--- src/rtl/if_stage.sv ---
// Instruction-fetch stage: owns the PC, fetches over a req/ack handshake and
// fills the IF/ID pipeline register {instruction, pc+4, valid} for ID.
// A one-entry skid buffer absorbs a response that lands during a hazard freeze.
//
// Ports:
//   clk, rst          clock (rising edge), asynchronous active-low reset
//   hazard            freeze IF/ID and PC
//   branch_taken      flush IF/ID and redirect PC to branch_addr (word aligned)
//   imem_req/addr     fetch request; addr is held until imem_ack
//   imem_rdata/ack    fetch response, ack is a one-cycle pulse
//   pc/instruction/valid   IF/ID register outputs
//
// Optional: define IF_PERF_CNT_EN to add fetch_count / stall_count outputs.
module if_stage #(
  parameter logic [31:0] RESET_PC = 32'h0000_0000,
  parameter logic [31:0] NOP_INST = 32'hE1A0_0000
) (
  input  logic        clk,
  input  logic        rst,
  input  logic        hazard,
  input  logic        branch_taken,
  input  logic [31:0] branch_addr,
  output logic        imem_req,
  output logic [31:0] imem_addr,
  input  logic [31:0] imem_rdata,
  input  logic        imem_ack,
  output logic [31:0] pc,
  output logic [31:0] instruction,
  output logic        valid
`ifdef IF_PERF_CNT_EN
  ,
  output logic [31:0] fetch_count,
  output logic [31:0] stall_count
`endif
);

  localparam int unsigned XLEN = 32;

  localparam logic [1:0] S_FETCH = 2'd0;
  localparam logic [1:0] S_HOLD  = 2'd1;
  localparam logic [1:0] S_DROP  = 2'd2;

  logic [1:0]      state, state_n;
  logic [XLEN-1:0] fetch_pc, fetch_pc_n;
  logic [XLEN-1:0] buf_inst, buf_inst_n;
  logic [XLEN-1:0] buf_pc, buf_pc_n;
  logic [XLEN-1:0] pc_n, instruction_n, imem_addr_n;
  logic            valid_n, imem_req_n;
  logic [XLEN-1:0] pc_plus4;
  logic            load_valid;

  assign pc_plus4 = fetch_pc + XLEN'(4);

  // Next-state, PC, buffer and IF/ID update
  always_comb begin
    state_n       = state;
    fetch_pc_n    = fetch_pc;
    buf_inst_n    = buf_inst;
    buf_pc_n      = buf_pc;
    pc_n          = pc;
    instruction_n = instruction;
    valid_n       = valid;
    load_valid    = 1'b0;

    if (branch_taken) begin
      // Flush beats hazard and ack; an unacked request must still complete, so go via DROP
      pc_n          = '0;
      instruction_n = NOP_INST;
      valid_n       = 1'b0;
      fetch_pc_n    = {branch_addr[XLEN-1:2], 2'b00};
      case (state)
        S_FETCH: state_n = imem_ack ? S_FETCH : S_DROP;
        S_HOLD:  state_n = S_FETCH;
        S_DROP:  state_n = imem_ack ? S_FETCH : S_DROP;
        default: state_n = S_FETCH;
      endcase
    end else begin
      case (state)
        S_FETCH: begin
          if (imem_ack) begin
            fetch_pc_n = pc_plus4;
            if (hazard) begin
              buf_inst_n = imem_rdata;
              buf_pc_n   = pc_plus4;
              state_n    = S_HOLD;
            end else begin
              instruction_n = imem_rdata;
              pc_n          = pc_plus4;
              valid_n       = 1'b1;
              load_valid    = 1'b1;
            end
          end else if (!hazard) begin
            // Bubble: ID consumed the previous entry and nothing new arrived
            instruction_n = NOP_INST;
            valid_n       = 1'b0;
          end
        end
        S_HOLD: begin
          if (!hazard) begin
            instruction_n = buf_inst;
            pc_n          = buf_pc;
            valid_n       = 1'b1;
            load_valid    = 1'b1;
            state_n       = S_FETCH;
          end
        end
        S_DROP: begin
          if (imem_ack) state_n = S_FETCH;
          if (!hazard) begin
            instruction_n = NOP_INST;
            valid_n       = 1'b0;
          end
        end
        default: state_n = S_FETCH;
      endcase
    end

    // DROP keeps presenting the stale address until its ack retires it
    imem_req_n  = (state_n != S_HOLD);
    imem_addr_n = (state_n == S_DROP) ? imem_addr : fetch_pc_n;
  end

  // State and pipeline registers
  always_ff @(posedge clk or negedge rst) begin
    if (!rst) begin
      state       <= S_FETCH;
      fetch_pc    <= RESET_PC;
      buf_inst    <= NOP_INST;
      buf_pc      <= '0;
      pc          <= '0;
      instruction <= NOP_INST;
      valid       <= 1'b0;
      imem_req    <= 1'b0;
      imem_addr   <= RESET_PC;
    end else begin
      state       <= state_n;
      fetch_pc    <= fetch_pc_n;
      buf_inst    <= buf_inst_n;
      buf_pc      <= buf_pc_n;
      pc          <= pc_n;
      instruction <= instruction_n;
      valid       <= valid_n;
      imem_req    <= imem_req_n;
      imem_addr   <= imem_addr_n;
    end
  end

`ifdef IF_PERF_CNT_EN
  // Performance counters, free-running and wrapping
  always_ff @(posedge clk or negedge rst) begin
    if (!rst) begin
      fetch_count <= '0;
      stall_count <= '0;
    end else begin
      if (load_valid) fetch_count <= fetch_count + XLEN'(1);
      if (hazard)     stall_count <= stall_count + XLEN'(1);
    end
  end
`else
  logic unused_load_valid;
  assign unused_load_valid = load_valid;
`endif

endmodule

--- config.mk ---
export PLATFORM = sky130hd
export DESIGN_NAME = if_stage
export DESIGN_NICKNAME = d
export VERILOG_FILES = /design/src/rtl/if_stage.sv
export SDC_FILE = /design/constraint.sdc
export NUM_CORES = 1
export LEC_CHECK = 0
export ABC_AREA = 1
export CAP_MARGIN = 40
export CORE_ASPECT_RATIO = 0.8
export CORE_MARGIN = 8
export CORE_UTILIZATION = 33
export CTS_CLUSTER_SIZE = 20
export DETAILED_ROUTE_END_ITERATION = 7
export GPL_TIMING_DRIVEN = 1
export PLACE_DENSITY = 0.5
export SLEW_MARGIN = 20
export SYNTH_ARGS = -nofsm -noshare
export SYNTH_HDL_FRONTEND = slang
export SYNTH_SLANG_ARGS = --single-unit
--- constraint.sdc ---
create_clock -name clk -period 4.1 [get_ports clk]
set_input_delay 0.615 -clock clk [delete_from_list [all_inputs] [get_ports clk]]
set_output_delay 0.615 -clock clk [all_outputs]
set_load 0.02 [all_outputs]
# --- After elaboration in Yosys (flattened, before gate mapping) ---
# Cells that the tools add are included.
# W data, S select, Z words.
op_classes:
  add_sub_neg: 1
  eq_ne: 8
  mux: 27
  bitwise_logic: 1
  reduce_logical: 7
ops:
  columns: ["cell", "count"]
  rows:
  - ["$mux W32", 12]
  - ["$pmux W32 S3", 1]
  - ["$pmux W32 S2", 1]
  - ["$add A32 B3 Y32 const B", 1]
  - ["$mux W2", 7]
  - ["$ne A3 B3 Y1 const B", 3]
  - ["$reduce_and A4 Y1", 2]
  - ["$pmux W2 S3", 1]
  - ["$eq A2 B2 Y1 const B", 2]
  - ["$mux W1", 4]
  - ["$ne A4 B4 Y1 const B", 1]
  - ["$reduce_bool A4 Y1", 1]
  - ["$pmux W1 S3", 1]
  - ["$reduce_and A3 Y1", 1]
  - ["$reduce_bool A3 Y1", 1]
  - ["$eq A2 B1 Y1 const B", 1]
  - ["$logic_not A2 Y1", 1]
  - ["$ne A2 B1 Y1 const B", 1]
  - ["$reduce_or A2 Y1", 1]
  - ["$not A1 Y1", 1]
word_totals:
  ff_bits: 196
  in_bits: 69
  out_inout_bits: 98
  word_cells: 53

# --- Depth between registers and ports, before layout ---
depth:
  word_depth: 5
  depth_mapped: 13
  ltp_nobuf: 12

# --- Worst setup path after synthesis ---
# No wires, ideal clock.
synth_timing:
  kind: "register to register"
  from: "register state[0]"
  to: "register instruction[12]"
  setup_time_ps: 126
  t_arrival_ps: 1687
  t_required_ps: 3974
  path_slack_ps: 2287
  path_stages_with_launch: 10
  n_path_buf: 3
  period_less_slack_ps: 1813
  cell_sequence: "dfrtp_1 -> inv_1 -> ha_1 -> clkbuf_1 -> inv_2 -> buf_2 -> clkbuf_1 -> o221ai_1 -> o21ai_1 -> o22ai_1"
synth_between:
  elab_chain_len: 3
  word_cells_on_any_way: 9
  classes_between: "eq/ne (4); mux (2); reduce/logical (3)"
synth_rtl:
  columns: ["item", "line_no", "text"]
  rows:
  - ["start, declared", "43", "logic [1:0] state, state_n;"]
  - ["start signal, assigned", "136", "state <= state_n;"]
  - ["$eq A2 B1 Y1 (tied with other cells)", "78", "case (state)"]
  - ["$ne A3 B3 Y1 (no line) (tied with other cells)", null, null]
  - ["$reduce_and A3 Y1 (no line) or $mux W32 (tied branches)", null, null]
  - ["end signal, assigned", "141", "instruction <= instruction_n;"]
  - ["end, declared", "28", "output logic [31:0] instruction,"]
# Several ways; a longest one is shown, not always the timed one.
# A chain may end at the register's enable or synchronous reset.

# --- Final worst setup path ---
layout_timing:
  from: "register state[1]"
  to: "register imem_addr[23]"
layout_between:
  elab_chain_len: 5
  word_cells_on_any_way: 14
  classes_between: "eq/ne (3); mux (9); reduce/logical (2)"
layout_rtl:
  columns: ["item", "line_no", "text"]
  rows:
  - ["$mux W2 (tied with other cells)", "82", "if (hazard) begin"]
  - ["$mux W2 or $reduce_or A2 Y1 (tied branches)", null, null]
  - ["$pmux W2 S3 or $mux W2 (tied branches)", null, null]
  - ["$mux W2 (*)", "65", "if (branch_taken) begin"]
  - ["via state_n[1]", "43", null]
  - ["$eq A2 B2 Y1 (*)", "120", "imem_addr_n = (state_n == S_DROP) ? imem_addr : fetch_pc_n;"]
  - ["end signal, assigned", "144", "imem_addr <= imem_addr_n;"]
  - ["end, declared", "24", "output logic [31:0] imem_addr,"]
# The timed path passes the listed nets; every way through them passes the cells marked *.

==> run_results.csv <==
group,metric,value,unit
floorplan,num_io_pins,167,
clock_tree,clk_pin_slew,0.09,ns
routing,first_pass_iters,5,
critical_path,critPathMaxFanout,48,
floorplan,die-height,171.1,um
timing,rsz0062_at_grt,"false",
floorplan,chipWidth,209.8,um
timing,period_share,0.6963,
clock_tree,postCtsSetupRepairBufs,0,
clock_tree,worstSkewPairLatency,0.45,ns
timing,finalSetupViolations,0,
timing,tightest_slew,0.7794,ns
clock_tree,cts-htree-levels,4,
logic_synthesis,yosys_warnings,0,
place,hpwl,22410,um
clock_tree,root_buffer,"clkbuf_16",
logic_synthesis,synth_top_flop_cell,"dfrtp_1",
routing,detail_route.wl_per_cell,17.57,um
worst_hold_path,hold_class,"in2async",
timing,fin_tns_setup,0,ns
floorplan,start_util,0.3370,
global_routing,grt_use_total,0.1778,
routing,drt_iter0_drc,616,
clock_tree,clockBufferDepth,2,
logic_synthesis,ys_seq_area_frac,0.4960,
logic_synthesis,yosys.area_share.xor_xnor,0.009587,
global_routing,grt_max_degree,86,
critical_path,required,4.49,ns
global_routing,grt_overflow,0,
critical_path,endpoint_kind,"flop",
logic_synthesis,avgSynthCellArea,7.725,um^2
logic_synthesis,syn_area,9918,um^2
finish,mostFrequentLayoutCells,"nand2_1, dfrtp_1, clkdlybuf4s50_1, o21ai_0, inv_1",
place,port-buffer-count,164,
logic_synthesis,synth_edf_count,0,
logic_synthesis,synthCells,1284,
floorplan,dieArea,35890,um^2
global_routing,grt_pass1_wl,50140,um
run,cap_violations,0,
logic_synthesis,synth.net_count,1358,
logic_synthesis,synth_top_family_by_area,"simple AND/OR/NAND/NOR gates",
critical_path,worstSetupPathType,"reg2reg",
logic_synthesis,synth.area.mux_share,0,
routing,drc_errors,0,
timing,slew-limit-headroom,0.4804,
timing,final.setup_skew,0.01669,ns
clock_tree,cts_resized,0,
timing,maxSlewViolCount,0,
logic_synthesis,yosys.cell_types.count,45,
critical_path,arrival,3.24,ns
routing,antenna_left,0,
clock_tree,cts_hold_buf,0,
clock_tree,cts.sinks,196,
logic_synthesis,synthAdderAreaFrac,0.006308,
finish,instances_no_fill,1806,
timing,timing.fmax,350.3,MHz
place,place_congestion,0.8755,
timing,fin_crit,2.855,ns
place,place_inst,1774,
floorplan,row_count,56,
finish,antenna_cells,0,
logic_synthesis,ys_ff_latch,196,
routing,drt-total-wl,31730,um
logic_synthesis,synth-simple-area-share,0.2428,
logic_synthesis,async_reset_ff_frac,1.000,
status,outcome,"completed",
global_routing,grt_pass1_vias,8581,
floorplan,core,29430,um^2
global_routing,antenna_found_initial,0,
clock_tree,cts_made_buffers,17,
finish,final_common_cell,"nand2_1",
routing,vias_per_cell,4.915,
routing,dr_total_vias,8877,
logic_synthesis,synth_compound_area_frac,0.1655,
power,ir_drop,0.0002263,V
finish,syn_to_final_growth,25.81,%
finish,nets,1490,
timing,finalHoldViolations,0,
finish,layout-drive-gt1-share,0.07138,
power,p_per_area,487.7,nW/um^2
critical_path,start_kind,"flop",
power,p_leak,5.842,nW
clock_tree,cts_tree,"done",
final timing paths:
check / start / to / slack, ns / cells past startpoint
max: state[1] / imem_addr[23] / 1.25 / 9
min: rst / buf_inst[19] / 0.06 / 1
max reg2reg: state[1] / imem_addr[23] / 1.25 / 9
min reg2reg: imem_addr[0] / imem_addr[0] / 0.47 / 2
max in group asynchronous: rst / instruction[30] / 2.94 / 3
min in group clk: imem_addr[0] / imem_addr[0] / 0.47 / 2
cell type report:
class,instances,area (um^2)
sequential,196,4920
tap,377,471.7
multi-input combinational,897,4210
inverter,122,460.4
timing repair buffer,182,1836
clock inverter,14,141.4
fill,3046,16950
clock buffer,18,439.2
report_power, final:
part           switching, mW  total [mW]  internal [mW]
registers              0.247        2.59           2.34
logic                   1.09        1.80          0.712
clock network          0.871        1.70          0.827
total                   2.21        6.09           3.88
cells by family (layout without fill, tap and decap cells):
kind of cell,after synthesis,count (layout)
fa+ha+maj,5,5
simple gates,597,597
flops,196,196
xor+xnor,10,10
buf+inv,191,336
compound gates,285,285
critical path, cell delays in order (launching register included):
cell	delay (ns)
dfrtp_1	0.42
inv_1	0.09
ha_2	0.57
buf_4	0.56
o31ai_1	0.18
o21ai_2	0.23
nand2_2	0.08
inv_2	0.41
nand2_1	0.11
nand2_1	0.09
cell usage after synthesis (6+ instances only):
cell type    n  share of area
buf_2       18         0.0091
o221ai_1    26          0.023
a31oi_1      8         0.0050
o21ai_1     20          0.010
dfrtp_1    184           0.46
nand2_2      6         0.0038
clkbuf_1    42          0.016
nand2_1    428           0.16
inv_1      113          0.043
inv_2        7         0.0026
nor2_1      94          0.036
o21ai_0    121          0.061
a21oi_1     58          0.029
nand3_1     45          0.023
dfstp_2     12          0.032
o22ai_1     29          0.018
per-layer routing:
| layer | vias up | routed length [um] | track usage |
|---|---|---|---|
| met3 | 23 | 1523 | 0.03657 |
| met5 | - | 0 | 0 |
| met2 | 202 | 12830 | 0.2487 |
| met1 | 4214 | 17020 | 0.2727 |
| li1 | 4438 | - | - |
| met4 | 0 | 357 | 0.04405 |
stage by stage:
stage                     area, um^2  power, mW  utilization  worst slack, ns  hold slack (ns)
after global routing           12480      6.459       0.4240           0.9089          0.05510
after floorplan                 9918      3.645            -            2.287           0.3194
final                          12480      6.086       0.4240            1.245          0.05988
after global placement         11810      4.393       0.4012            1.064           0.4562
after detailed placement       11900      4.433       0.4043            1.078           0.4599
after CTS                      12480      6.152       0.4240            1.234          0.04612
flip-flops by register name, indices dropped and copies added, names as in the netlist:
name,flops
buf_pc,32
imem_addr,32
imem_req,1
instruction,32
pc,32
fetch_pc,32
state,2
buf_inst,32
valid,1
Note: power is estimated with default switching activity, not from simulation.
